--- src/rtl/sseg_arb_pkg.sv ---
// Shared types and config-word layout for the seven-segment display arbiter.
// The config word is {sign, mod_sel[1:0], dp_sel[1:0], dp_en, valid}.
package sseg_arb_pkg;

  typedef enum logic [1:0] {
    IDLE  = 2'd0,
    SHOW  = 2'd1,
    ALARM = 2'd2
  } arb_state_e;

  localparam int CFG_W          = 7;
  localparam int CFG_VALID      = 0;
  localparam int CFG_DP_EN      = 1;
  localparam int CFG_DP_SEL_LO  = 2;
  localparam int CFG_MOD_SEL_LO = 4;
  localparam int CFG_SIGN       = 6;

  localparam logic [1:0] MOD_255  = 2'b00;
  localparam logic [1:0] MOD_2X99 = 2'b01;
  localparam logic [1:0] MOD_9999 = 2'b10;

endpackage

--- src/rtl/rr_pick.sv ---
// Combinational round-robin picker: the first set bit of mask strictly after start,
// wrapping around, with start itself considered last.
module rr_pick #(
  parameter int NREQ = 4,
  parameter int IW   = 2
) (
  input  logic [NREQ-1:0] mask,
  input  logic [IW-1:0]   start,
  output logic            found,
  output logic [IW-1:0]   idx
);

  // Scan from farthest to nearest so the nearest requester is written last and wins.
  always_comb begin
    found = 1'b0;
    idx   = '0;
    for (int k = NREQ - 1; k >= 0; k--) begin
      found = found | mask[(int'(start) + 1 + k) % NREQ];
      idx   = mask[(int'(start) + 1 + k) % NREQ] ? IW'((int'(start) + 1 + k) % NREQ) : idx;
    end
  end

endmodule

--- src/rtl/sseg_disp_arbiter.sv ---
// Shares one univ_sseg driver between NREQ clients: round-robin grants with a minimum
// dwell time, and client 0 as a preempting alarm channel that holds the display.
module sseg_disp_arbiter
  import sseg_arb_pkg::*;
#(
  parameter int NREQ      = 4,
  parameter int DWELL_CYC = 100000000
) (
  input  logic                 clk,
  input  logic                 rst_n,
  input  logic [NREQ-1:0]      req,
  input  logic [14*NREQ-1:0]   req_cnt1,
  input  logic [7*NREQ-1:0]    req_cnt2,
  input  logic [7*NREQ-1:0]    req_cfg,
  output logic [NREQ-1:0]      gnt,
  output logic [13:0]          cnt1,
  output logic [6:0]           cnt2,
  output logic                 valid,
  output logic                 dp_en,
  output logic [1:0]           dp_sel,
  output logic [1:0]           mod_sel,
  output logic                 sign
);

  localparam int IW = $clog2(NREQ);
  localparam int DW = $clog2(DWELL_CYC);
  localparam logic [DW-1:0] DWELL_LOAD = DW'(DWELL_CYC - 1);

  arb_state_e       state_q, state_d;
  logic [IW-1:0]    idx_q, idx_d;
  logic [IW-1:0]    rr_last_q, rr_last_d;
  logic [DW-1:0]    dwell_q, dwell_d;
  logic [NREQ-1:0]  gnt_q, gnt_d;
  logic [13:0]      cnt1_q, cnt1_d;
  logic [6:0]       cnt2_q, cnt2_d;
  logic [CFG_W-1:0] cfg_q, cfg_d;

  logic             new_grant_s;
  logic             granted_s;
  logic [NREQ-1:0]  pick_mask_s;
  logic [IW-1:0]    pick_start_s;
  logic             pick_found_s;
  logic [IW-1:0]    pick_idx_s;

  // Masking with the current grant excludes the holder (and client 0 while in ALARM).
  assign pick_mask_s  = req & ~gnt_q;
  assign pick_start_s = (state_q == IDLE) ? rr_last_q : idx_q;

  rr_pick #(.NREQ(NREQ), .IW(IW)) u_rr_pick (
    .mask  (pick_mask_s),
    .start (pick_start_s),
    .found (pick_found_s),
    .idx   (pick_idx_s)
  );

  // Next-state, grant selection, dwell counter and payload mux.
  always_comb begin
    state_d     = state_q;
    idx_d       = idx_q;
    rr_last_d   = rr_last_q;
    new_grant_s = 1'b0;
    granted_s   = 1'b1;
    gnt_d       = '0;
    cnt1_d      = cnt1_q;
    cnt2_d      = cnt2_q;
    cfg_d       = cfg_q;

    case (state_q)
      IDLE: begin
        if (req[0]) begin
          state_d = ALARM; idx_d = '0; new_grant_s = 1'b1;
        end else if (pick_found_s) begin
          state_d = SHOW; idx_d = pick_idx_s; new_grant_s = 1'b1;
        end else begin
          granted_s = 1'b0;
        end
      end
      SHOW: begin
        // Preempt outranks both release and dwell expiry.
        if (req[0]) begin
          state_d = ALARM; idx_d = '0; new_grant_s = 1'b1;
        end else if (!req[idx_q]) begin
          if (pick_found_s) begin
            idx_d = pick_idx_s; new_grant_s = 1'b1;
          end else begin
            state_d = IDLE; granted_s = 1'b0;
          end
        end else if ((dwell_q == '0) && pick_found_s) begin
          idx_d = pick_idx_s; new_grant_s = 1'b1;
        end else begin
          state_d = SHOW;
        end
      end
      ALARM: begin
        if (req[0]) begin
          state_d = ALARM;
        end else if (pick_found_s) begin
          state_d = SHOW; idx_d = pick_idx_s; new_grant_s = 1'b1;
        end else begin
          state_d = IDLE; granted_s = 1'b0;
        end
      end
      default: begin
        state_d = IDLE; granted_s = 1'b0;
      end
    endcase

    if (new_grant_s) begin
      rr_last_d = idx_d;
      dwell_d   = DWELL_LOAD;
    end else if (dwell_q != '0) begin
      dwell_d   = dwell_q - DW'(1);
    end else begin
      dwell_d   = dwell_q;
    end

    // Idle blanks to dashes but keeps the rest of the last payload.
    if (granted_s) begin
      gnt_d[idx_d] = 1'b1;
      cnt1_d       = req_cnt1[int'(idx_d) * 14 +: 14];
      cnt2_d       = req_cnt2[int'(idx_d) * 7 +: 7];
      cfg_d        = req_cfg[int'(idx_d) * 7 +: 7];
    end else begin
      cfg_d[CFG_VALID] = 1'b0;
    end
  end

  // State and output registers.
  always_ff @(posedge clk or negedge rst_n) begin
    if (!rst_n) begin
      state_q   <= IDLE;
      idx_q     <= '0;
      rr_last_q <= IW'(NREQ - 1);
      dwell_q   <= '0;
      gnt_q     <= '0;
      cnt1_q    <= '0;
      cnt2_q    <= '0;
      cfg_q     <= '0;
    end else begin
      state_q   <= state_d;
      idx_q     <= idx_d;
      rr_last_q <= rr_last_d;
      dwell_q   <= dwell_d;
      gnt_q     <= gnt_d;
      cnt1_q    <= cnt1_d;
      cnt2_q    <= cnt2_d;
      cfg_q     <= cfg_d;
    end
  end

  assign gnt     = gnt_q;
  assign cnt1    = cnt1_q;
  assign cnt2    = cnt2_q;
  assign valid   = cfg_q[CFG_VALID];
  assign dp_en   = cfg_q[CFG_DP_EN];
  assign dp_sel  = cfg_q[CFG_DP_SEL_LO +: 2];
  assign mod_sel = cfg_q[CFG_MOD_SEL_LO +: 2];
  assign sign    = cfg_q[CFG_SIGN];

endmodule

--- config.mk ---
export PLATFORM = sky130hd
export DESIGN_NAME = sseg_disp_arbiter
export DESIGN_NICKNAME = d
export VERILOG_FILES = /design/src/rtl/sseg_arb_pkg.sv /design/src/rtl/rr_pick.sv /design/src/rtl/sseg_disp_arbiter.sv
export SDC_FILE = /design/constraint.sdc
export NUM_CORES = 1
export LEC_CHECK = 0
export ABC_AREA = 0
export ABC_CLOCK_PERIOD_IN_PS = 6600
export BUFFER_PORTS_ARGS = -buffer_cell sky130_fd_sc_hd__clkbuf_2
export CORE_MARGIN = 4
export CORE_UTILIZATION = 40
export DETAILED_ROUTE_END_ITERATION = 8
export GPL_TIMING_DRIVEN = 0
export PLACE_DENSITY = 0.65
export SYNTH_ARGS = -nofsm -noshare
export SYNTH_HDL_FRONTEND = slang
export SYNTH_SLANG_ARGS = --single-unit
--- constraint.sdc ---
create_clock -name clk -period 6.6 [get_ports clk]
set_input_delay 0.99 -clock clk [delete_from_list [all_inputs] [get_ports clk]]
set_output_delay 0.99 -clock clk [all_outputs]
set_load 0.02 [all_outputs]
==> flow_summary.ini <==
[run_status]
status = complete, no violations

[global_routing]
antenna_found_initial = 0
grt_use_total = 0.204
grt_pass1_wl_mm = 18.6
grt_max_degree = 50
grt_pass1_vias = 3840
overflow = 0

[synth]
yosys-top-cells-area = dfrtp_1, mux2i_1, o221ai_2
yosys-top-cells-count = dfrtp_1, mux2i_1, nand2_1
yosys.area.top_type_share = 0.394
synth_top_family_by_area = simple AND/OR/NAND/NOR gates
synth_seq_area_share = 0.407
synthMuxAreaShare = 0.146
syn_nets = 493
synth_cells = 373
synth-seq-cells = 65
yosys.area_share.adder = 0.00625
post_synth_and_or_nand_nor_area_fraction = 0.176
netlist.top_cell.by_area = dfrtp_1
syn-cell-area_sq_um = 4000
synth_area_per_cell_sq_um = 10.7
synth_most_common_cell = dfrtp_1
async_reset_ff_frac = 1.00
yosys_warnings = 0
synth_xor_area_frac = 0.0503
synth_edf_count = 0
synthFlopType = dfrtp_1
synth_compound_area_frac = 0.157
yosysUniqueCellTypes = 52

[sta]
slew_headroom = 0.467
worst_pin_slew_ns = 0.793
finalCritPeriodShare = 0.475
drv_slew = 0
finalCriticalPeriod_ns = 3.13
timing.setup.tns_ns = 0
finalHoldViolCount = 0
clock.fmax_mhz = 319
skew_ns = 0.00924
setup_viol = 0
rsz0062_at_grt = false

[flow_run]
cap_violations = 0

[cts]
clkTransAtPathRegs_ns = 0.07
clk_latency_ns = 0.34
postCtsResizedCells = 0
cts-root-buf = clkbuf_8
clock_sinks = 65
clk_path_buf_depth = 2
cts-hold-fix-buffers = 0
numCtsBuffers = 9
htree_levels = 3
cts_tree = yes
postCtsSetupBuffers = 0

[place]
place.gp.congestion = 0.848
dp.cells = 655
port_buffers = 148
hpwlAfterDp_mm = 8.72

[floorplan]
fp.dieW_um = 108
die_area_sq_um = 11700
rows = 36
die_h_um = 108
start_util = 0.409
ios = 150
coreArea_sq_um = 9770

[worst_setup_path]
critPathTopFamily = simple AND/OR/NAND/NOR gates
worst-path-buf-inv = 3
worstReg2RegEnd = cfg_q[5]
path_max_fanout = 10
r2r_setup_slack_ns = 3.64
endpoint_kind = flip-flop
r2r_cells = 9
start_kind = input port
crit_chain = clkbuf_2 > nor2b_1 > nor3_1 > nand3_1 > nand2_1 > clkbuf_1 > nor3_1 > nor2_1 > buf_2 > o221ai_2
r2r_start = dwell_q[15]
critPathMostFrequentCell = nor3_1
arrival_ns = 3.34
path_class = input port to flip-flop
cp_slowest_cell = nor3_1
required_ns = 6.81
max_stage_delay_ns = 0.67

[power]
p_leak_nw = 2.26
powerDensity_nw_per_um2 = 370
ir_drop_uv = 200

[routing]
drtAntennaViolNets = 0
totalWireLength_mm = 11.2
num_vias = 3504
via_per_inst = 5.23
drc = 0
wl_per_cell_um = 16.8
dr.pass1.iters = 4
dr.first_iter.drc_count = 101

[finish]
seq_area_sq_um = 1630
diodes = 0
multi_input_area_sq_um = 2150
fillers = 920
finalNetCount = 653
layout-drive-gt1-share = 0.408
final_cells = 670
syn_to_final_growth_pct = 28.4

[hold_path]
hold_end = cnt1[13]
hold_depth = 2
min_from = cnt1[13]
worst_hold_path_type = flip-flop to flip-flop
-- report_power, final --
group          switching [mW]  internal [mW]
logic                   0.554          0.410
registers              0.0817          0.519
clock network           0.156          0.182
-- sequential cells by signal (all words and copies together), names as in the netlist --
register / cells
cfg_q: 7
cnt1: 14
rr_last_q: 2
gnt: 4
idx_q: 2
dwell_q: 27
state_q: 2
cnt2: 7
-- placed cells by master (no fill, tap or decap), types with 10 or more instances in the layout --
master    instances
xnor2_1          16
dfrtp_1          63
clkbuf_1         10
nor3_1           11
o21ai_0          10
o221ai_2         27
clkbuf_2        147
nor2_1           26
mux2i_1          56
clkbuf_8         10
nand2_1          55
-- worst max-delay path by stage --
stage / from / endpoint / slack, ns / cells after the start
5_1_grt: req[1] / cnt1[4] / 3.12 / 10
2_1_floorplan: req[3] / cfg_q[3] / 3.71 / 9
4_1_cts: req[1] / cnt1[3] / 3.50 / 10
3_5_place_dp: req[1] / cnt1[3] / 3.13 / 10
3_3_place_gp: req[1] / cnt1[7] / 3.22 / 10
6_report: req[1] / cnt1[6] / 3.47 / 10
-- per-layer routing --
metal  routed length [um]  track usage  vias up
met2                 5760        0.335      130
met3                  596       0.0472       19
li1                     -            -     1681
met5                    0            0        -
met1                 4640        0.254     1674
met4                  239       0.0929        0
-- final cells by class --
cell class / count / share of cell area
multi-input cells: 279 / 0.419
flip-flops and latches: 65 / 0.317
repair buffers: 149 / 0.150
plain buffers: 23 / 0.0402
well taps: 133 / 0.0324
clock buffers: 10 / 0.0268
clock inverters: 5 / 0.0110
inverters: 6 / 0.00438
-- worst register-to-register path: cells and delay by family (launching register included) --
kind / cells / cell delay (ns)
simple gates: 3 / 1.25
compound gates: 3 / 0.47
flops: 1 / 0.46
buf+inv: 2 / 0.36
mux: 1 / 0.28
-- kinds of logic (layout without fill, tap and decap cells) --
kind of cell / after synthesis / after routing
adders and majority gates: 2 / 2
and+or+nand+nor: 138 / 138
buffers and inverters: 29 / 193
xor gates and xnor gates: 23 / 23
DFF: 65 / 65
AOI/OAI and AO/OA: 59 / 59
muxes: 57 / 57
-- per-stage QoR --
step / util / total power, mW / setup WS [ns] / area (sq um) / hold slack (ns)
after floorplan: - / 1.28 / 3.71 / 4000 / 0.456
after global placement: 0.502 / 1.56 / 3.22 / 4910 / 0.475
after detailed placement: 0.505 / 1.58 / 3.13 / 4940 / 0.472
after CTS: 0.525 / 1.92 / 3.50 / 5130 / 0.495
after global routing: 0.526 / 2.02 / 3.12 / 5140 / 0.529
final: 0.526 / 1.90 / 3.47 / 5140 / 0.493
Power figures use the tool's default switching activity.
